File: src/rtl/riscv_v_elem_seq.sv
`default_nettype none
// +--------------------------------------------------------------------------------------+
// | riscv_v_elem_seq: splits a vector instruction into LANE_W-bit beats with masks.      |
// | Optional RISCV_V_VSTART_RESUME_EN reports the restart element on flush. Rev 1.0      |
// +--------------------------------------------------------------------------------------+
module riscv_v_elem_seq #(
    parameter  int VLEN   = 256,
    parameter  int LANE_W = 64,
    localparam int VL_W   = $clog2(VLEN/8) + 1,
    localparam int BEAT_W = $clog2(VLEN/LANE_W),
    localparam int MSK_W  = LANE_W/8
) (
    input  logic              clk,
    input  logic              rst,
    input  logic              clear_pipe,
    input  logic              req_valid,
    output logic              req_ready,
    input  logic [2:0]        req_vsew,
    input  logic [VL_W-1:0]   req_vl,
    input  logic [VL_W-1:0]   req_vstart,
    input  logic              req_is_reduct,
    output logic              uop_valid,
    input  logic              uop_ready,
    output logic [BEAT_W-1:0] uop_idx,
    output logic [VL_W-1:0]   uop_elem_base,
    output logic [MSK_W-1:0]  uop_elem_mask,
    output logic              uop_first,
    output logic              uop_last,
    output logic              uop_red,
    output logic              busy,
    output logic              done,
    output logic              done_err,
    output logic [VL_W-1:0]   vstart_upd,
    output logic              vstart_upd_valid
);

    localparam int EPB_SH = $clog2(MSK_W);

    typedef enum logic [1:0] {
        S_IDLE  = 2'd0,
        S_ISSUE = 2'd1,
        S_RED   = 2'd2,
        S_DONE  = 2'd3
    } state_t;

    state_t          state_q, state_nxt;
    logic [1:0]      sew_q;
    logic [VL_W-1:0] vl_q, vstart_q, base_q;
    logic            red_q, first_q, err_q;

    logic [VL_W-1:0] vlmax_req, vl_eff_req, epb_req, base_init, epb;
    logic [VL_W:0]   next_base, elem;
    logic            last_beat, accept, fire;

    always_comb begin
        vlmax_req  = VL_W'(VLEN/8) >> req_vsew[1:0];
        vl_eff_req = (req_vl < vlmax_req) ? req_vl : vlmax_req;
        epb_req    = VL_W'(MSK_W) >> req_vsew[1:0];
        base_init  = req_vstart & ~(epb_req - VL_W'(1));
        epb        = VL_W'(MSK_W) >> sew_q;
        next_base  = {1'b0, base_q} + {1'b0, epb};
        last_beat  = next_base >= {1'b0, vl_q};
    end

    always_ff @(posedge clk or negedge rst) begin
        if (!rst) state_q <= S_IDLE;
        else      state_q <= state_nxt;
    end

    // clear_pipe masks every handshake and the done pulse in the cycle it is seen.
    always_comb begin
        state_nxt     = state_q;
        req_ready     = 1'b0;
        uop_valid     = 1'b0;
        uop_first     = 1'b0;
        uop_last      = 1'b0;
        uop_red       = 1'b0;
        uop_idx       = '0;
        uop_elem_base = '0;
        uop_elem_mask = '0;
        done          = 1'b0;
        done_err      = 1'b0;
        elem          = '0;
        case (state_q)
            S_IDLE: begin
                req_ready = !clear_pipe;
                if (req_valid) begin
                    if (req_vsew[2] || (req_vstart >= vl_eff_req)) state_nxt = S_DONE;
                    else                                            state_nxt = S_ISSUE;
                end
            end
            S_ISSUE: begin
                uop_valid     = !clear_pipe;
                uop_first     = first_q;
                uop_last      = last_beat;
                uop_idx       = BEAT_W'(base_q >> (EPB_SH - int'(sew_q)));
                uop_elem_base = base_q;
                for (int i = 0; i < MSK_W; i++) begin
                    elem = {1'b0, base_q} + (VL_W+1)'(i);
                    uop_elem_mask[i] = (VL_W'(i) < epb) && (elem >= {1'b0, vstart_q})
                                       && (elem < {1'b0, vl_q});
                end
                if (uop_ready && last_beat) state_nxt = red_q ? S_RED : S_DONE;
            end
            S_RED: begin
                uop_valid     = !clear_pipe;
                uop_red       = 1'b1;
                uop_last      = 1'b1;
                uop_idx       = BEAT_W'(base_q >> (EPB_SH - int'(sew_q)));
                uop_elem_base = base_q;
                if (uop_ready) state_nxt = S_DONE;
            end
            S_DONE: begin
                done      = !clear_pipe;
                done_err  = err_q && !clear_pipe;
                state_nxt = S_IDLE;
            end
            default: state_nxt = S_IDLE;
        endcase
        if (clear_pipe) state_nxt = S_IDLE;
    end

    assign busy   = (state_q != S_IDLE);
    assign accept = req_valid && req_ready;
    assign fire   = uop_valid && uop_ready && (state_q == S_ISSUE);

    always_ff @(posedge clk or negedge rst) begin
        if (!rst) begin
            sew_q    <= '0;
            vl_q     <= '0;
            vstart_q <= '0;
            base_q   <= '0;
            red_q    <= 1'b0;
            first_q  <= 1'b0;
            err_q    <= 1'b0;
        end else if (accept) begin
            sew_q    <= req_vsew[1:0];
            vl_q     <= vl_eff_req;
            vstart_q <= req_vstart;
            base_q   <= base_init;
            red_q    <= req_is_reduct;
            first_q  <= 1'b1;
            err_q    <= req_vsew[2];
        end else if (fire) begin
            first_q <= 1'b0;
            if (!last_beat) base_q <= next_base[VL_W-1:0];
        end
    end

`ifdef RISCV_V_VSTART_RESUME_EN
    logic [VL_W-1:0] upd_q;
    logic            upd_vld_q;

    always_ff @(posedge clk or negedge rst) begin
        if (!rst) begin
            upd_q     <= '0;
            upd_vld_q <= 1'b0;
        end else begin
            upd_vld_q <= clear_pipe && ((state_q == S_ISSUE) || (state_q == S_RED));
            if (clear_pipe && (state_q == S_ISSUE))
                upd_q <= (vstart_q > base_q) ? vstart_q : base_q;
            else if (clear_pipe && (state_q == S_RED))
                upd_q <= vl_q;
        end
    end

    assign vstart_upd       = upd_q;
    assign vstart_upd_valid = upd_vld_q;
`else
    assign vstart_upd       = '0;
    assign vstart_upd_valid = 1'b0;
`endif

endmodule
`default_nettype wire
File: config.mk
export PLATFORM = sky130hd
export DESIGN_NAME = riscv_v_elem_seq
export DESIGN_NICKNAME = d
export VERILOG_FILES = /design/src/rtl/riscv_v_elem_seq.sv
export SDC_FILE = /design/constraint.sdc
export NUM_CORES = 1
export LEC_CHECK = 0
export ABC_AREA = 1
export ABC_CLOCK_PERIOD_IN_PS = 6350
export CORE_MARGIN = 5
export CORE_UTILIZATION = 63
export CTS_BUF_LIST = sky130_fd_sc_hd__clkbuf_16
export CTS_CLUSTER_SIZE = 20
export DETAILED_ROUTE_END_ITERATION = 8
export PLACE_DENSITY = 0.87
export SYNTH_ARGS = -nofsm -noshare
export SYNTH_HDL_FRONTEND = slang
export SYNTH_SLANG_ARGS = --single-unit
File: constraint.sdc
create_clock -name clk -period 6.35 [get_ports clk]
set_input_delay 0.635 -clock clk [delete_from_list [all_inputs] [get_ports clk]]
set_output_delay 0.635 -clock clk [all_outputs]
set_load 0.02 [all_outputs]
# ---- Word level (Yosys, flattened, before mapping)
# Index checks and enable logic that the tools add are counted.
dict set report totals {
  in_bits 21
  regBits 25
  word_cells 110
}
dict set report classes {
  n_eq_ne 7
  n_lt_le_gt_ge 27
  reduce_logical 29
  mux 23
  addsub 10
  shift 4
  bitwise_logic 2
}
# operator count
set ops {}
lappend ops {{$ge 7x6->1} 8}
lappend ops {{$lt 7x6->1} 7}
lappend ops {{$shr 6x32->2} 1}
lappend ops {{$mux 6} 5}
lappend ops {{$add 6x3->7 const B} 4}
lappend ops {{$lt 3x6->1 const A} 4}
lappend ops {{$logic_and 1x1->1} 21}
lappend ops {{$add 6x2->7 const B} 2}
lappend ops {{$ge 6x6->1} 2}
lappend ops {{$lt 1x6->1 const A} 2}
lappend ops {{$lt 2x6->1 const A} 2}
lappend ops {{$lt 6x6->1} 2}
lappend ops {{$mux 2} 6}
lappend ops {{$shr 4x2->6 const A} 2}
lappend ops {{$mux 1} 9}
lappend ops {{$ne 3x3->1 const B} 3}
lappend ops {{$mux 8} 1}
lappend ops {{$pmux 2 s4} 1}
lappend ops {{$add 6x1->7 const B} 1}
lappend ops {{$add 6x6->7} 1}
lappend ops {{$and 6x6->6} 1}
lappend ops {{$not 6->6} 1}
lappend ops {{$shr 6x2->6 const A} 1}
lappend ops {{$sub 6x1->6 const B} 1}
lappend ops {{other kinds (12)} 14}

# ---- Logic depth before layout (Yosys ltp)
# Gate-level depths: netlist (run 1).
dict set report logic_depth {
  ltp_word 9
  depth_mapped 21
  mapped_depth_nobuf 21
}

# ---- Worst setup path after synthesis (run 1)
# No wires, ideal clock.
dict set report synth_timing {
  path_kind {reg2out}
  startpoint {register sew_q[1]}
  endpoint {output port uop_last}
  path_stages_with_launch 16
  n_path_buf 0
  path_slack_ns 3.195
  t_arrival_ns 2.520
  cell_sequence {dfrtp_1 -> nor2_1 -> ha_1 -> nand2_1 -> inv_1 -> a21boi_0 -> nand3_1 -> nand2_1 -> inv_1 -> ha_1 -> inv_1 -> o21bai_1 -> nor2_2 -> nand2_2 -> nand2_1 -> a21oi_1}
}
dict set report synth_between {
  elab_chain_cells 4
}
# item line_no
set synth_lines {}
lappend synth_lines {{start, declared} 47} ;# logic [1:0] sew_q;
lappend synth_lines {{start signal, assigned} 137} ;# sew_q <= req_vsew[1:0];
lappend synth_lines {{$shr 4x2->6} 60} ;# epb = VL_W'(MSK_W) >> sew_q;
lappend synth_lines {{$add 6x6->7} 61} ;# next_base = {1'b0, base_q} + {1'b0, epb};
lappend synth_lines {{$ge 7x6->1} 62} ;# last_beat = next_base >= {1'b0, vl_q};
lappend synth_lines {{$pmux 1 s2} 84} ;# case (state_q)
lappend synth_lines {{end, declared} 28} ;# output logic uop_last,
# Every way passes these cells.

# ---- Worst setup path after layout (run 1)
# Same ends and word-level chain as after synthesis.

==> flow_metrics.env, run 1 <==
export IMPL_regArea_um2=625.6
export IMPL_synth_area_leaders="ha_1 30%, dfrtp_1 14%, nand2_1 13%"
export IMPL_cts_htree_levels=1
export IMPL_synth_area_per_cell_um2=6.765
export IMPL_clk_path_buf_depth=2
export IMPL_gp_congestion=0.9426
export IMPL_postSynth_asyncResetShare_pct=100.0
export IMPL_dpl_hpwl_mm=9.983
export IMPL_layout_nets=833
export IMPL_crit_buf_inv=4
export IMPL_holdWs_ns=0.4882
export IMPL_fp_row_count=30
export IMPL_cpMaxStageDelayCell="clkdlybuf4s50_1"
export IMPL_setup_viol=0
export IMPL_postSynthCellCount=664
export IMPL_reg2reg_to="base_q[3]"
export IMPL_cts_resized_gates=0
export IMPL_clock_fmax_ghz=0.2335
export IMPL_clock_sinks=25
export IMPL_synth_warnings=0
export IMPL_synth_largest_area_cell="ha_1"
export IMPL_hold_path_startpoint="first_q"
export IMPL_ys_seq_elements=25
export IMPL_viasPerCell=5.648
export IMPL_cp_top_family="simple AND/OR/NAND/NOR gates"
export IMPL_synth_top_area_share_pct=29.81
export IMPL_worstSetupPathType="flop to primary output"
export IMPL_core_region_area_um2=6869
export IMPL_critical_path_max_stage_delay_ns=0.62
export IMPL_startpoint="sew_q[1]"
export IMPL_postCtsSetupBuffers=0
export IMPL_fillerInstances=587
export IMPL_drv_cap=0
export IMPL_antenna_left=0
export IMPL_first_pass_iters=6
export IMPL_crit_chain="nor2_1 -> ha_1 -> nand2_1 -> inv_1 -> a21boi_0 -> nand3_1 -> nand2_1 -> inv_1 -> ha_1 -> inv_1 -> o21bai_1 -> nor2_2 -> nand2_2 -> nand2_1 -> a21oi_1 -> clkdlybuf4s50_1"
export IMPL_drtIter0Drc=243
export IMPL_rsz0062_at_grt="false"
export IMPL_hold_viol=0
export IMPL_r2r_start="sew_q[1]"
export IMPL_syn_area_um2=4492
export IMPL_die_w_um=94.44
export IMPL_r2r_cells=17
export IMPL_fin_crit_ns=4.283
export IMPL_grt_use_total_pct=29.35
export IMPL_cts_made_buffers=3
export IMPL_outcome="complete, no violations"
export IMPL_multi_input_area_um2=3322
export IMPL_n_antenna_cell=0
export IMPL_grt_pass1_vias=4673
export IMPL_ys_types=37
export IMPL_vias=4518
export IMPL_start_kind="flop"
export IMPL_clock_latency_ns=0.27
export IMPL_cp_data_arrival_time_ns=3.65
export IMPL_grt_first_pass_wirelength_mm=20.78
export IMPL_synth_edf_count=0
export IMPL_drc=0
export IMPL_r2r_slack_ns=3.20
export IMPL_yosys_most_used_dff="dfrtp_1"
export IMPL_die_area_um2=8919
export IMPL_path_depth=16
export IMPL_syn2layout_area_growth_pct=12.42
export IMPL_timing_critical_path_to="uop_last"
export IMPL_grt_max_degree=27
export IMPL_worstHoldPathType="flop to flop"
export IMPL_wl_mm=12.57
export IMPL_drv_slew=0
export IMPL_holdBufCountCts=0
export IMPL_slew_headroom_pct=43.18
export IMPL_root_buffer="clkbuf_16"
export IMPL_ios=52
export IMPL_initial_core_util_pct=65.39
export IMPL_period_share_pct=67.45
export IMPL_drive_gt1_share_pct=2.699
export IMPL_ys_seq_area_share_pct=13.93
export IMPL_yosys_cell_count_top_type="nand2_1"
export IMPL_cts_tree="yes"
export IMPL_crit_path_max_fanout=7
export IMPL_overflow=0
export IMPL_worst_pin_slew_ns=0.8523
export IMPL_cts_clk_slew_worst_paths_ns=0.07
export IMPL_crit_required_ns=5.71
export IMPL_clock_skew_ns=0.003224
export IMPL_avgRoutedWirePerCell_um=15.71
export IMPL_die_h_um=94.44
export IMPL_synth_common_cells="160 x nand2_1, 114 x inv_1, 107 x ha_1, 47 x nor2_1, 39 x a21oi_1"
export IMPL_antenna_found_initial=0
export IMPL_port_buffers=44
export IMPL_cp_end_kind="primary output"
export IMPL_tns_ns=0
## worst min-delay path by stage
stage                      to  depth (start not counted)  slack (ns)
floorplan           base_q[0]                          0        0.34
global placement      first_q                          2        0.46
detailed placement    first_q                          2        0.47
CTS                   first_q                          2        0.49
global route          vl_q[2]                          2        0.52
finish                first_q                          2        0.49
## flip-flops by register name (all words and copies together), names as in the netlist
register / cells
base_q: 6
vl_q: 6
vstart_q: 6
sew_q: 2
state_q: 2
err_q: 1
first_q: 1
red_q: 1
## cells by family (layout without fill, tap and decap cells)
logic type | count (synthesis) | in the layout | share of synthesized area (%)
compound gates | 96 | 96 | 12.73
other cells | 1 | 7 | 0.08349
flops | 25 | 25 | 13.93
simple gates | 277 | 277 | 26.30
fa+ha+maj | 107 | 107 | 29.80
buf+inv | 135 | 169 | 12.62
mux | 2 | 2 | 0.4457
xor+xnor | 21 | 21 | 4.095
## placed cells by master (no fill, tap or decap), types with 2 or more instances in the layout
cell type	n
a221oi_1	2
nand3b_1	3
clkbuf_16	3
nor2_1	47
o21ai_0	27
nand2_1	160
clkdlybuf4s50_1	44
xnor2_1	2
o211ai_1	7
nand3_1	25
nand2_2	3
o22ai_1	3
ha_1	107
conb_1	7
dfrtp_1	25
xor2_1	19
a21oi_1	39
mux2i_1	2
o21bai_1	8
nand4_1	21
o2111ai_1	5
inv_2	5
nor3_1	12
inv_1	114
## per-stage QoR
| stage | area (µm²) | instances | setup WS, ns | utilization (%) |
|---|---|---|---|---|
| 2_1_floorplan | 4514 | 670 | 3.195 | - |
| 3_3_place_gp | 4966 | 796 | 2.520 | 72.30 |
| 3_5_place_dp | 4966 | 796 | 2.386 | 72.30 |
| 4_1_cts | 5050 | 800 | 2.096 | 73.52 |
| 5_1_grt | 5050 | 800 | 1.785 | 73.52 |
| 6_report | 5050 | 800 | 2.067 | 73.52 |
## final cells by class
cell class	count	area share, %
well taps	96	2.379
flip-flops and latches	25	12.39
inverters	120	8.920
clock buffers	3	1.487
clock inverters	1	0.1734
repair buffers	45	8.870
multi-input cells	510	65.78
## routing by layer
layer | GRT usage, % | vias to the layer above | share of wire, %
met2 | 52.84 | 215 | 48
met3 | 2.550 | 52 | 7.2
met1 | 33.40 | 1995 | 40
met4 | 17.93 | 0 | 5.3
met5 | 0 | - | 0
li1 | - | 2256 | -
## worst reg2reg max path: cells and delay by family, from the launching register on
family / cells / cell delay (ns)
simple gates: 8 / 1.07
fa+ha+maj: 2 / 0.66
compound gates: 3 / 0.59
flops: 1 / 0.47
buf+inv: 4 / 0.25
Power of run 1 is not shown: default switching activity piles up to over one toggle a cycle in this logic, so the estimate is an artifact.
==> run 2, diff against run 1 <==
ABC_CLOCK_PERIOD_IN_PS = 4200   (was 6350)
CORE_UTILIZATION = 59   (was 63)
PLACE_DENSITY = 0.82   (was 0.87)
clock period = 4.2 ns   (was 6.35 ns; I/O delays follow)
==> run 2 against run 1 <==
Hold slack worse by 0.0084 ns. Via count increased by 1.6%. Clock skew fell by 0.00077 ns. Count of clock-buffer cells in the layout is the same. Register-to-register slack lost 2.1 ns. Routed wire length up 1.9%. Non-clock buffer count up 2. Die area up 6.1%. Core utilization decreased by 4.4 points. Final area is 0.27% higher. Setup slack worse by 1.8 ns. Flip-flop and latch count unchanged.
==> flow_metrics.env, run 2 (same netlist as run 1, synthesis figures left out) <==
export IMPL_worst_slack_ns=0.2694
export IMPL_cts_clk_slew_worst_paths_ns=0.06
export IMPL_cts_htree_levels=1
export IMPL_drv_slew=0
export IMPL_initial_core_util_pct=61.27
export IMPL_clock_skew_ns=0.002456
export IMPL_clock_latency_ns=0.25
export IMPL_dpl_hpwl_mm=10.53
export IMPL_cpMaxStageDelayCell="clkdlybuf4s50_1"
export IMPL_crit_path_max_fanout=7
export IMPL_syn2layout_area_growth_pct=12.73
export IMPL_cp_top_family="simple AND/OR/NAND/NOR gates"
export IMPL_r2r_start="base_q[1]"
export IMPL_crit_required_ns=3.78
export IMPL_holdWs_ns=0.4798
export IMPL_avgRoutedWirePerCell_um=15.91
export IMPL_holdBufCountCts=0
export IMPL_timing_critical_path_to="uop_last"
export IMPL_grt_pass1_vias=4523
export IMPL_die_h_um=97.26
export IMPL_ios=52
export IMPL_wl_mm=12.81
export IMPL_slew_headroom_pct=24.64
export IMPL_gp_congestion=1.014
export IMPL_port_buffers=44
export IMPL_vias=4592
export IMPL_cts_made_buffers=3
export IMPL_final_cell_mix="160 x nand2_1, 115 x inv_1, 107 x ha_1"
export IMPL_r2r_slack_ns=1.15
export IMPL_n_antenna_cell=0
export IMPL_drtIter0Drc=284
export IMPL_crit_buf_inv=4
export IMPL_outcome="complete, no violations"
export IMPL_cts_resized_gates=0
export IMPL_root_buffer="clkbuf_16"
export IMPL_startpoint="sew_q[1]"
export IMPL_antenna_left=0
export IMPL_rsz0062_at_grt="false"
export IMPL_worstSetupPathType="flop to primary output"
export IMPL_worst_pin_slew_ns=1.127
export IMPL_grt_first_pass_wirelength_mm=21.02
export IMPL_path_depth=16
export IMPL_largestRegisters="base_q (6), vl_q (6), vstart_q (6)"
export IMPL_period_share_pct=93.59
export IMPL_die_area_um2=9459
export IMPL_core_region_area_um2=7331
export IMPL_die_w_um=97.26
export IMPL_tns_ns=0
export IMPL_start_kind="flop"
export IMPL_fin_cells=805
export IMPL_r2r_cells=19
export IMPL_crit_chain="nor2_1 -> ha_1 -> nand2_1 -> inv_1 -> a21boi_0 -> nand3_1 -> nand2_1 -> inv_1 -> ha_1 -> inv_1 -> o21bai_1 -> nor2_2 -> nand2_2 -> nand2_1 -> a21oi_1 -> clkdlybuf4s50_1"
export IMPL_antenna_found_initial=0
export IMPL_pre_cts_ws_ns=0.5750
export IMPL_hold_viol=0
export IMPL_clk_path_buf_depth=2
export IMPL_postCtsSetupBuffers=0
export IMPL_placed_cells=801
export IMPL_setup_viol=0
export IMPL_first_pass_iters=5
export IMPL_cp_data_arrival_time_ns=3.51
export IMPL_drive_gt1_share_pct=2.833
export IMPL_clock_sinks=25
export IMPL_met2_usage_pct=47.61
export IMPL_fp_row_count=31
export IMPL_busiest_layer="met2"
export IMPL_use_met3_pct=3.374
export IMPL_clock_fmax_ghz=0.2544
export IMPL_grt_max_degree=27
export IMPL_viasPerCell=5.704
export IMPL_reg2reg_to="base_q[4]"
export IMPL_overflow=0
export IMPL_critical_path_max_stage_delay_ns=0.62
export IMPL_drc=0
export IMPL_grt_use_total_pct=26.66
export IMPL_cts_tree="yes"
export IMPL_cp_end_kind="primary output"
export IMPL_worstHoldPathType="flop to flop"
export IMPL_layout_nets=835
export IMPL_met1_usage_pct=32.02
export IMPL_drv_cap=0
export IMPL_fin_crit_ns=3.931
export IMPL_final_common_cell="nand2_1"
export IMPL_fillerInstances=642
==> run 2: through the flow <==
| stage | area (µm²) | util (%) |
|---|---|---|
| global route | 5064 | 69.07 |
| detailed placement | 4985 | 68.00 |
| floorplan | 4514 | - |
| global placement | 4985 | 68.00 |
| finish | 5064 | 69.07 |
| CTS | 5064 | 69.07 |
==> run 2: layout make-up <==
class,count,area [µm²],share of cell area (%)
clock buffer,3,75.07,1.483
clock inverter,1,3.754,0.07413
inverter,120,450.4,8.895
multi-input combinational,510,3322,65.60
sequential,25,625.6,12.35
tap,99,123.9,2.446
timing repair buffer,47,462.9,9.143
==> run 2: worst min-delay path by stage <==
stage | slack [ns] | end | start | cells after the start
floorplan | 0.12 | base_q[0] | rst | 0
global placement | 0.46 | first_q | first_q | 2
detailed placement | 0.46 | first_q | first_q | 2
CTS | 0.48 | first_q | first_q | 2
global route | 0.50 | first_q | first_q | 2
finish | 0.48 | first_q | first_q | 2
==> run 2: tightest hold or removal path, cell delays in order (launching register included) <==
cell and delay, ns:
dfrtp_1 0.34, nand2_1 0.06, nand2_1 0.05
==> run 2: per-layer routing <==
metal,routed length (µm),up-vias,share of wire (%)
met3,926,27,7.2
met2,6178,190,48
li1,-,2261,-
met5,0,-,0
met1,5296,2114,41
met4,403,0,3.1
Power of run 2 is left out for the same reason.
==> run 3, diff against run 2 <==
--- a/config.mk
+++ b/config.mk
@@ -8,5 +8,6 @@
 export ABC_AREA = 1
-export ABC_CLOCK_PERIOD_IN_PS = 4200
+export ABC_CLOCK_PERIOD_IN_PS = 3200
+export CAP_MARGIN = 10
 export CORE_MARGIN = 5
-export CORE_UTILIZATION = 59
+export CORE_UTILIZATION = 53
 export CTS_BUF_LIST = sky130_fd_sc_hd__clkbuf_16
@@ -14,3 +15,3 @@
 export DETAILED_ROUTE_END_ITERATION = 8
-export PLACE_DENSITY = 0.82
+export PLACE_DENSITY = 0.78
 export SYNTH_ARGS = -nofsm -noshare
==> constraint.sdc (replaced) <==
create_clock -name clk -period 3.2 [get_ports clk]
set_input_delay 0.32 -clock clk [delete_from_list [all_inputs] [get_ports clk]]
set_output_delay 0.32 -clock clk [all_outputs]
set_load 0.05 [all_outputs]
==> run 3 against run 2 <==
Clock skew increased by 0.00084 ns. First-iteration DRC count up 32%. Sequential share of layout area is 0.78 points lower. Non-clock buffer count up 22. Critical path depth is 2 higher. Register-to-register slack got worse by 0.84 ns. Hold slack worse by 0.063 ns. Setup slack worse by 0.19 ns. Flip-flop and latch count is the same. Count of clock-buffer cells in the layout did not move. Critical endpoint unchanged. Largest cell class unchanged.
==> flow_metrics.env, run 3 (same netlist as run 1, synthesis figures left out) <==
export IMPL_outcome="complete, no violations"
export IMPL_fp_row_count=33
export IMPL_r2r_slack_ns=0.31
export IMPL_initial_core_util_pct=54.39
export IMPL_die_h_um=102.1
export IMPL_worst_pin_slew_ns=0.5981
export IMPL_setup_viol=0
export IMPL_antenna_left=0
export IMPL_die_area_um2=10420
export IMPL_vias=4710
export IMPL_overflow=0
export IMPL_met1_usage_pct=31.27
export IMPL_die_w_um=102.1
export IMPL_drc=0
export IMPL_clock_latency_ns=0.26
export IMPL_startpoint="sew_q[1]"
export IMPL_layout_nets=857
export IMPL_cts_tree="yes"
export IMPL_dpl_hpwl_mm=10.60
export IMPL_cts_made_buffers=3
export IMPL_syn2layout_area_growth_pct=21.75
export IMPL_drive_gt1_share_pct=11.81
export IMPL_grt_max_degree=27
export IMPL_gp_congestion=1.069
export IMPL_met2_usage_pct=44.48
export IMPL_rsz0062_at_grt="true"
export IMPL_worstSetupPathType="flop to primary output"
export IMPL_clock_sinks=25
export IMPL_clock_skew_ns=0.003294
export IMPL_largestRegisters="base_q (6), vl_q (6), vstart_q (6)"
export IMPL_final_cell_mix="156 x nand2_1, 111 x inv_1, 102 x ha_1"
export IMPL_r2r_start="sew_q[1]"
export IMPL_wl_mm=13.53
export IMPL_grt_pass1_vias=4593
export IMPL_drv_cap=0
export IMPL_first_pass_iters=5
export IMPL_slew_headroom_pct=60.09
export IMPL_cp_data_arrival_time_ns=2.80
export IMPL_drv_slew=0
export IMPL_tns_ns=0
export IMPL_clk_path_buf_depth=2
export IMPL_r2r_cells=20
export IMPL_fillerInstances=731
export IMPL_crit_path_max_fanout=7
export IMPL_antenna_found_initial=0
export IMPL_viasPerCell=5.654
export IMPL_root_buffer="clkbuf_16"
export IMPL_busiest_layer="met2"
export IMPL_grt_use_total_pct=25.74
export IMPL_crit_required_ns=2.88
export IMPL_final_common_cell="nand2_1"
export IMPL_port_buffers=44
export IMPL_clock_fmax_ghz=0.3202
export IMPL_use_met3_pct=3.276
export IMPL_hold_viol=0
export IMPL_drtIter0Drc=374
export IMPL_cp_end_kind="primary output"
export IMPL_cts_htree_levels=1
export IMPL_worstHoldPathType="primary input to async pin"
export IMPL_avgRoutedWirePerCell_um=16.24
export IMPL_period_share_pct=97.60
export IMPL_start_kind="flop"
export IMPL_n_antenna_cell=0
export IMPL_grt_first_pass_wirelength_mm=21.24
export IMPL_core_region_area_um2=8258
export IMPL_ios=52
export IMPL_fin_crit_ns=3.123
export IMPL_cts_clk_slew_worst_paths_ns=0.07
==> run 3: timing repair <==
| item | 4_1_cts | 5_1_grt |
|---|---|---|
| resized for setup | 6 | 38 |
| buffers inserted | 0 | 15 |
| cloned | 0 | 0 |
| endpoints found under the setup margin | 2 | 7 |
| hold buffers | 0 | 0 |
| pin swaps | 0 | 14 |
==> run 3: layer usage <==
| layer | share of wire, % | wire [µm] |
|---|---|---|
| met4 | 5.0 | 671 |
| met1 | 41 | 5573 |
| met3 | 7.0 | 941 |
| met5 | 0 | 0 |
| met2 | 47 | 6340 |
==> run 3: per-stage QoR <==
step / setup WS [ns] / util (%) / cell area (µm²) / hold slack, ns / instances
6_report: 0.07686 / 66.23 / 5469 / 0.4170 / 833
5_1_grt: -0.1094 / 66.23 / 5469 / 0.4478 / 833
4_1_cts: -0.004248 / 63.17 / 5216 / 0.4241 / 818
2_1_floorplan: 0.1992 / - / 4518 / 0.02441 / 670
3_5_place_dp: -0.0003557 / 62.08 / 5126 / 0.4669 / 814
3_3_place_gp: 0.08241 / 62.08 / 5126 / 0.4558 / 814
==> run 3: path summary, 6_finish.rpt <==
kind	to
worst max register to register	base_q[4]
worst max-delay path	uop_last
max in group asynchronous	base_q[0]
min in group clk	first_q
worst min-delay path	first_q
worst min register to register	first_q
==> run 3: final cells by class <==
class,count,area [µm²],share of cell area (%)
Clock buffer,3,75.07,1.373
Clock inverter,1,5.005,0.09151
Inverter,120,459.2,8.396
Multi-Input combinational cell,510,3456,63.19
Sequential cell,25,633.1,11.58
Tap cell,105,131.4,2.402
Timing Repair Buffer,69,709.4,12.97
==> run 3: critical path: stages (launching register included) <==
cell	delay (ns)
dfrtp_2	0.50
nand2_2	0.11
nand2_1	0.08
nand2_2	0.09
inv_1	0.05
ha_1	0.18
inv_1	0.08
nand2_2	0.07
nand3_2	0.07
nand2_2	0.06
xor2_2	0.16
ha_1	0.30
a21oi_1	0.07
o21bai_1	0.19
nor2_2	0.05
nand2_2	0.06
nand2_1	0.06
a21oi_2	0.19
buf_12	0.15
Power of run 3 is left out for the same reason.
